<file path="src/rtl/fifo_stream_reader.sv">
// -----------------------------------------------------------------------------
// fifo_stream_reader
//
// Purpose:
//   Consumer-side adapter for a first-word-fall-through FIFO read port.
//   It pops words from the FIFO and presents them on a registered valid/ready
//   stream. A two-entry holding buffer (main + skid) sustains one word per
//   cycle. fifo_read_enable depends only on registered state, fifo_empty and
//   resetn. There is no combinational path from output_ready to the FIFO pop.
//
// Parameters:
//   WIDTH             data word width in bits (default 8)
//
// Ports:
//   clock             in   system clock, rising edge
//   resetn            in   asynchronous active-low reset
//   fifo_read_enable  out  pop strobe to the FIFO read port
//   fifo_read_data    in   FIFO head word, valid while fifo_empty=0
//   fifo_empty        in   FIFO empty flag
//   output_valid      out  stream word available
//   output_data       out  stream word
//   output_ready      in   consumer accepts word
//   occupancy         out  number of held words, 0..2
//                          (present only with FIFO_STREAM_READER_OCCUPANCY_EN)
//
// Optional build macro:
//   FIFO_STREAM_READER_OCCUPANCY_EN
//     Adds the occupancy port and simulation-only assertions. The assertions
//     check that no pop happens while the FIFO is empty, and that output_data
//     is held stable while the output is stalled. The datapath is the same
//     whether or not the macro is defined.
// -----------------------------------------------------------------------------
module fifo_stream_reader #(
  parameter int WIDTH = 8
) (
  input  logic             clock,
  input  logic             resetn,
  output logic             fifo_read_enable,
  input  logic [WIDTH-1:0] fifo_read_data,
  input  logic             fifo_empty,
  output logic             output_valid,
  output logic [WIDTH-1:0] output_data,
  input  logic             output_ready
`ifdef FIFO_STREAM_READER_OCCUPANCY_EN
  ,
  output logic [1:0]       occupancy
`endif
);

  // The encoding equals the number of held words, so occupancy is simply
  // the state register.
  typedef enum logic [1:0] {
    EMPTY = 2'd0,
    ONE   = 2'd1,
    TWO   = 2'd2
  } state_t;

  state_t           state_reg, state_next;
  logic [WIDTH-1:0] main_reg,  main_next;
  logic [WIDTH-1:0] skid_reg,  skid_next;
  logic             pop;
  logic             transfer;

  // ---------------------------------------------------------------------------
  // State register
  // ---------------------------------------------------------------------------
  always_ff @(posedge clock or negedge resetn) begin
    if (!resetn) begin
      state_reg <= EMPTY;
      main_reg  <= '0;
      skid_reg  <= '0;
    end else begin
      state_reg <= state_next;
      main_reg  <= main_next;
      skid_reg  <= skid_next;
    end
  end

  // ---------------------------------------------------------------------------
  // Next-state logic
  // ---------------------------------------------------------------------------
  always_comb begin
    state_next = state_reg;
    main_next  = main_reg;
    skid_next  = skid_reg;
    case (state_reg)
      EMPTY: begin
        if (pop) begin
          state_next = ONE;
          main_next  = fifo_read_data;
        end
      end
      ONE: begin
        if (pop && transfer) begin
          main_next = fifo_read_data;
        end else if (pop) begin
          // The consumer stalled while a new word arrived, so the new word
          // waits in the skid register behind the one in main.
          state_next = TWO;
          skid_next  = fifo_read_data;
        end else if (transfer) begin
          state_next = EMPTY;
        end
      end
      TWO: begin
        // No pop is possible here. The skid word moves forward once the
        // consumer takes the main word.
        if (transfer) begin
          state_next = ONE;
          main_next  = skid_reg;
        end
      end
      default: begin
        state_next = EMPTY;
      end
    endcase
  end

  // ---------------------------------------------------------------------------
  // Output logic
  // ---------------------------------------------------------------------------
  always_comb begin
    // resetn gates the pop so that no word leaves the FIFO during reset,
    // when the state register cannot capture it.
    fifo_read_enable = resetn && !fifo_empty && (state_reg != TWO);
    output_valid     = (state_reg != EMPTY);
    output_data      = main_reg;
    pop              = fifo_read_enable;
    transfer         = output_valid && output_ready;
  end

`ifdef FIFO_STREAM_READER_OCCUPANCY_EN
  assign occupancy = 2'(state_reg);

  a_no_pop_when_empty : assert property (
    @(posedge clock) disable iff (!resetn)
    fifo_empty |-> !fifo_read_enable
  );

  a_stall_stable : assert property (
    @(posedge clock) disable iff (!resetn)
    (output_valid && !output_ready) |=> (output_valid && $stable(output_data))
  );
`endif

endmodule

</file>
<file path="config.mk">
export PLATFORM = sky130hd
export DESIGN_NAME = fifo_stream_reader
export DESIGN_NICKNAME = d
export VERILOG_FILES = /design/src/rtl/fifo_stream_reader.sv
export SDC_FILE = /design/constraint.sdc
export NUM_CORES = 1
export LEC_CHECK = 0
export ABC_AREA = 1
export BUFFER_PORTS_ARGS = -buffer_cell sky130_fd_sc_hd__buf_2
export CAP_MARGIN = 20
export CORE_MARGIN = 2
export CORE_UTILIZATION = 40
export DETAILED_ROUTE_END_ITERATION = 7
export PLACE_DENSITY = 0.61
export SLEW_MARGIN = 20
export SYNTH_ARGS = -nofsm -noshare
export SYNTH_HDL_FRONTEND = slang
export SYNTH_SLANG_ARGS = --single-unit
</file>
<file path="constraint.sdc">
create_clock -name clock -period 1.25 [get_ports clock]
set_input_delay 0.125 -clock clock [delete_from_list [all_inputs] [get_ports clock]]
set_output_delay 0.125 -clock clock [all_outputs]
set_load 0.05 [all_outputs]
</file>
* Yosys cells after proc, flatten, opt, wreduce, memory -nomap -nowiden *
Index checks and enable logic that the tools add are counted.

word-level totals
  output and inout bits = 10
  logic and storage cells = 33
  register bits after elaboration = 18

operators by class
  bitwise logic cells = 1
  equality and inequality tests = 8
  mux-type cells = 10
  reductions and logical operators = 11

operator list
  cell                                                 number
  2-to-1 mux 8 bit                                     3
  one-hot mux 8 bit (3 select lines)                   1
  2-to-1 mux 2 bit                                     5
  inequality test 2 bit, second input constant         5
  AND reduction 4 bit                                  2
  one-hot mux 2 bit (3 select lines)                   1
  logical AND 1 bit                                    4
  inequality test 3 bit, second input constant         1
  AND reduction 3 bit                                  1
  nonzero test 3 bit                                   1
  equality test 2 x 1 -> 1 bit, second input constant  1
  equality test 2 bit, second input constant           1
  zero test 2 bit                                      1
  nonzero test 2 bit                                   1
  zero test 1 bit                                      1
  NOT 1 bit                                            1

* Depth between registers and ports, before layout *
  word-level depth = 6
  depth in mapped cells = 6

* Worst setup path after synthesis *
No wires, ideal clock.

  kind = flip-flop to output port
  from = register state_reg[0]
  to = output port fifo_read_enable
  buffers on the path = 1
  stages on the path, launching flop included = 4
  data required time = 1125 ps
  slack = -200 ps
  data arrival time = 1325 ps
  path through = dfrtp_1 -> inv_2 -> buf_6 -> a21oi_1

on the way
  cells in the longest elaborated chain, start to end = 2

ends and longest elaborated chain
  what                      RTL line  source
  start: declaration        58        state_t state_reg, state_next;
  start signal: assignment  73        state_reg <= state_next;
  inequality test 2 bit     125       fifo_read_enable = resetn && !fifo_empty && (state_reg != TWO);
  logical AND 1 bit         125
  end: declaration          38        output logic fifo_read_enable,

Every way passes these cells.

* Worst setup path after layout *
  from = register state_reg[1]
  to = output port fifo_read_enable

Same word-level chain as after synthesis.

==> summary.md <==
| Metric | Value |
|---|---|
| Clock share of power | `11.6%` |
| CP Capture Point | `fifo_read_enable` |
| Gr ovfl total | `0` |
| Post-synthesis cell area | `930 sq um` |
| Core Rows | `17` |
| Nets@finish | `153` |
| Required time worst endpoint | `1.12 ns` |
| Share of cells above drive strength 1 | `30.7%` |
| Setup-failing EPs final | `0` |
| DR pass1 iterations | `4` |
| Leakage | `0.000670 uW` |
| Switching part of the total power | `49.7%` |
| Pwr/cell area | `2600 nW/um^2` |
| Number of global-route vias before repair | `751` |
| Clock transition at path regs | `0.10 ns` |
| Number of port buffers | `21` |
| P_int | `1550 uW` |
| Area growth, synth to finish | `27.7%` |
| Max Slew Vio Count | `0` |
| Seq/Total Area, Yosys | `48.5%` |
| R2r setup slk | `0.09 ns` |
| Seq. cell area | `450 sq um` |
| Dpl ws | `0.127 ns` |
| Syn. warnings | `0` |
| Net Count, Synth | `122` |
| Die width | `52.2 um` |
| Worst Tran Pin Value | `0.239 ns` |
| Post-route setup slack | `0.00667 ns` |
| Peak supply drop | `1.08 mV` |
| Worst-case clock buffer depth | `2` |
| Switching power | `1540 uW` |
| # IOs | `22` |
| Final hold viol count | `0` |
| Crit. End Element | `output pin` |
| Crit path depth | `3` |
| Crit path buf inv count | `2` |
| Reg-to-Reg Start | `state_reg[1]` |
| Critical path's most frequent cell | `buf_6` |
| Post-layout util | `53.7%` |
| DR DRC count | `0` |
| Starting Density | `42.0%` |
| Yosys reg bits | `18` |
| Synth cell types | `11` |
| Comb pwr share | `55.8%` |
| Fin crit share | `99.5%` |
| Antenna cells | `0` |
| 1st-iter DRT viols | `15` |
| Core footprint | `2210 sq um` |
| All-Layer GR Usage | `17.0%` |
| Multi-input gate area | `460 sq um` |
| Worst skew pair latency | `0.30 ns` |
| Die H | `52.2 um` |
| First-pass GRT wire length | `3.37 mm` |
| Syn Inst Count | `110` |
| Via/cell ratio | `4.92` |
| CP startpoint | `state_reg[1]` |
| CP Max Fanout | `2` |
| Hold_ws | `0.0781 ns` |
| Fmax achieved | `804 MHz` |
| WL final | `1.95 mm` |
| Most common cell after layout, fill and taps aside | `nand2_1` |
| Slew headroom | `84.1%` |
| Avg Cell Area, Syn | `8.45 sq um` |
| Min Tclk post-route | `1.24 ns` |
| CP startpoint kind | `register` |
| Crit-path cells | `buf_6, a21oi_4, buf_6` |
| Reg power frac | `32.6%` |
| Vias post-DR | `826` |
| Max Cap Violations | `0` |
| Skew final | `0.00812 ns` |
| TritonCTS Buffers | `3` |
| Clock sinks | `18` |
| CP max stage delay | `0.42 ns` |
| Wire per inst | `11.6 um` |
| Root Driver | `clkbuf_4` |
| Die area | `2730 sq um` |
| FILL cells | `213` |
| Largest net degree at the start of global routing | `19` |
| RR Endpoint | `output_data[1]` |
| Status | `completed` |
| R2r worst-path depth | `7` |
| Initial antenna violation count | `0` |
| H-tree Lvls | `1` |
| Post-detail-place hpwl | `1.40 mm` |
| Final setup TNS | `0 ns` |
| CTS tree | `yes` |
| Crit-path leading delay family | `flip-flops` |
| GP Congestion | `0.764` |
| Worst min path class | `input pin to register` |
| RSZ-0062 raised after global routing | `yes` |
| Routed Antenna Nets | `0` |
| Worst EP arrival | `1.12 ns` |
| Most frequent cells in the layout | `50 x nand2_1, 25 x nand3_1, 19 x buf_2, 18 x dfrtp_1, 5 x buf_6` |
| Crit Path Category | `register to output pin` |
| CP max stage cell | `dfrtp_1` |
==> layout make-up <==
type | instances | share of cell area (%)
clock buffer | 4 | 3.06
inverter | 5 | 1.79
multi-input combinational | 85 | 38.8
sequential | 18 | 37.9
tap | 28 | 2.95
timing repair buffer | 28 | 15.5
==> cell families after synthesis <==
group | share of synthesized area [%]
compound gates | 1.08
buf+inv | 4.44
flops | 48.5
simple gates | 46.0
==> stage by stage <==
stage                     area (sq um)  total power, uW  instances
after detailed placement          1080             2560        160
final                             1190             3090        168
after global routing              1190             3320        168
after global placement            1080             2550        160
after CTS                         1160             3020        168
after floorplan                    936             2250        110
==> layer usage <==
layer | GRT usage, % | wire length [um]
met2 | 27.0 | 842
met3 | 6.00 | 135
met1 | 22.8 | 947
met4 | 2.56 | 23
met5 | 0 | 0
==> worst min-delay path by stage <==
stage          depth (start not counted)               from              to
2_1_floorplan                          0             resetn  output_data[0]
3_3_place_gp                           2             resetn  output_data[6]
3_5_place_dp                           2             resetn    state_reg[0]
4_1_cts                                3  fifo_read_data[5]     skid_reg[5]
5_1_grt                                3  fifo_read_data[6]     skid_reg[6]
6_report                               3  fifo_read_data[5]     skid_reg[5]
==> what timing repair did <==
action / 4_1_cts / 5_1_grt
endpoints found under the hold margin: 18 / 0
pin swaps: 0 / 1
gates resized for setup: 5 / 5
buffers inserted: 3 / 0
hold buffers: 1 / 0
setup endpoints to repair: 2 / 11
==> Yosys cell counts <==
cell type / count / area share (%)
a21oi_1: 2 / 1.1
nand2_1: 51 / 21
nor2_8: 1 / 2.2
dfrtp_1: 18 / 48
buf_6: 2 / 2.4
nand2_8: 2 / 4.3
inv_1: 2 / 0.81
nand3_4: 1 / 1.9
nand2_4: 3 / 3.6
inv_2: 3 / 1.2
nand3_1: 25 / 13
==> worst min-delay path, stage by stage <==
cell,delay [ns]
buf_2,0.09
nand3_1,0.07
nand2_1,0.07
==> power groups by stage <==
stage / clock network (uW) / registers [uW] / logic, uW
2_1_floorplan: 0 / 1420 / 831
3_3_place_gp: 0 / 1010 / 1550
3_5_place_dp: 0 / 1010 / 1550
4_1_cts: 369 / 1010 / 1650
5_1_grt: 389 / 1030 / 1890
6_report: 357 / 1010 / 1720
Note: power is estimated with default switching activity, not from simulation.
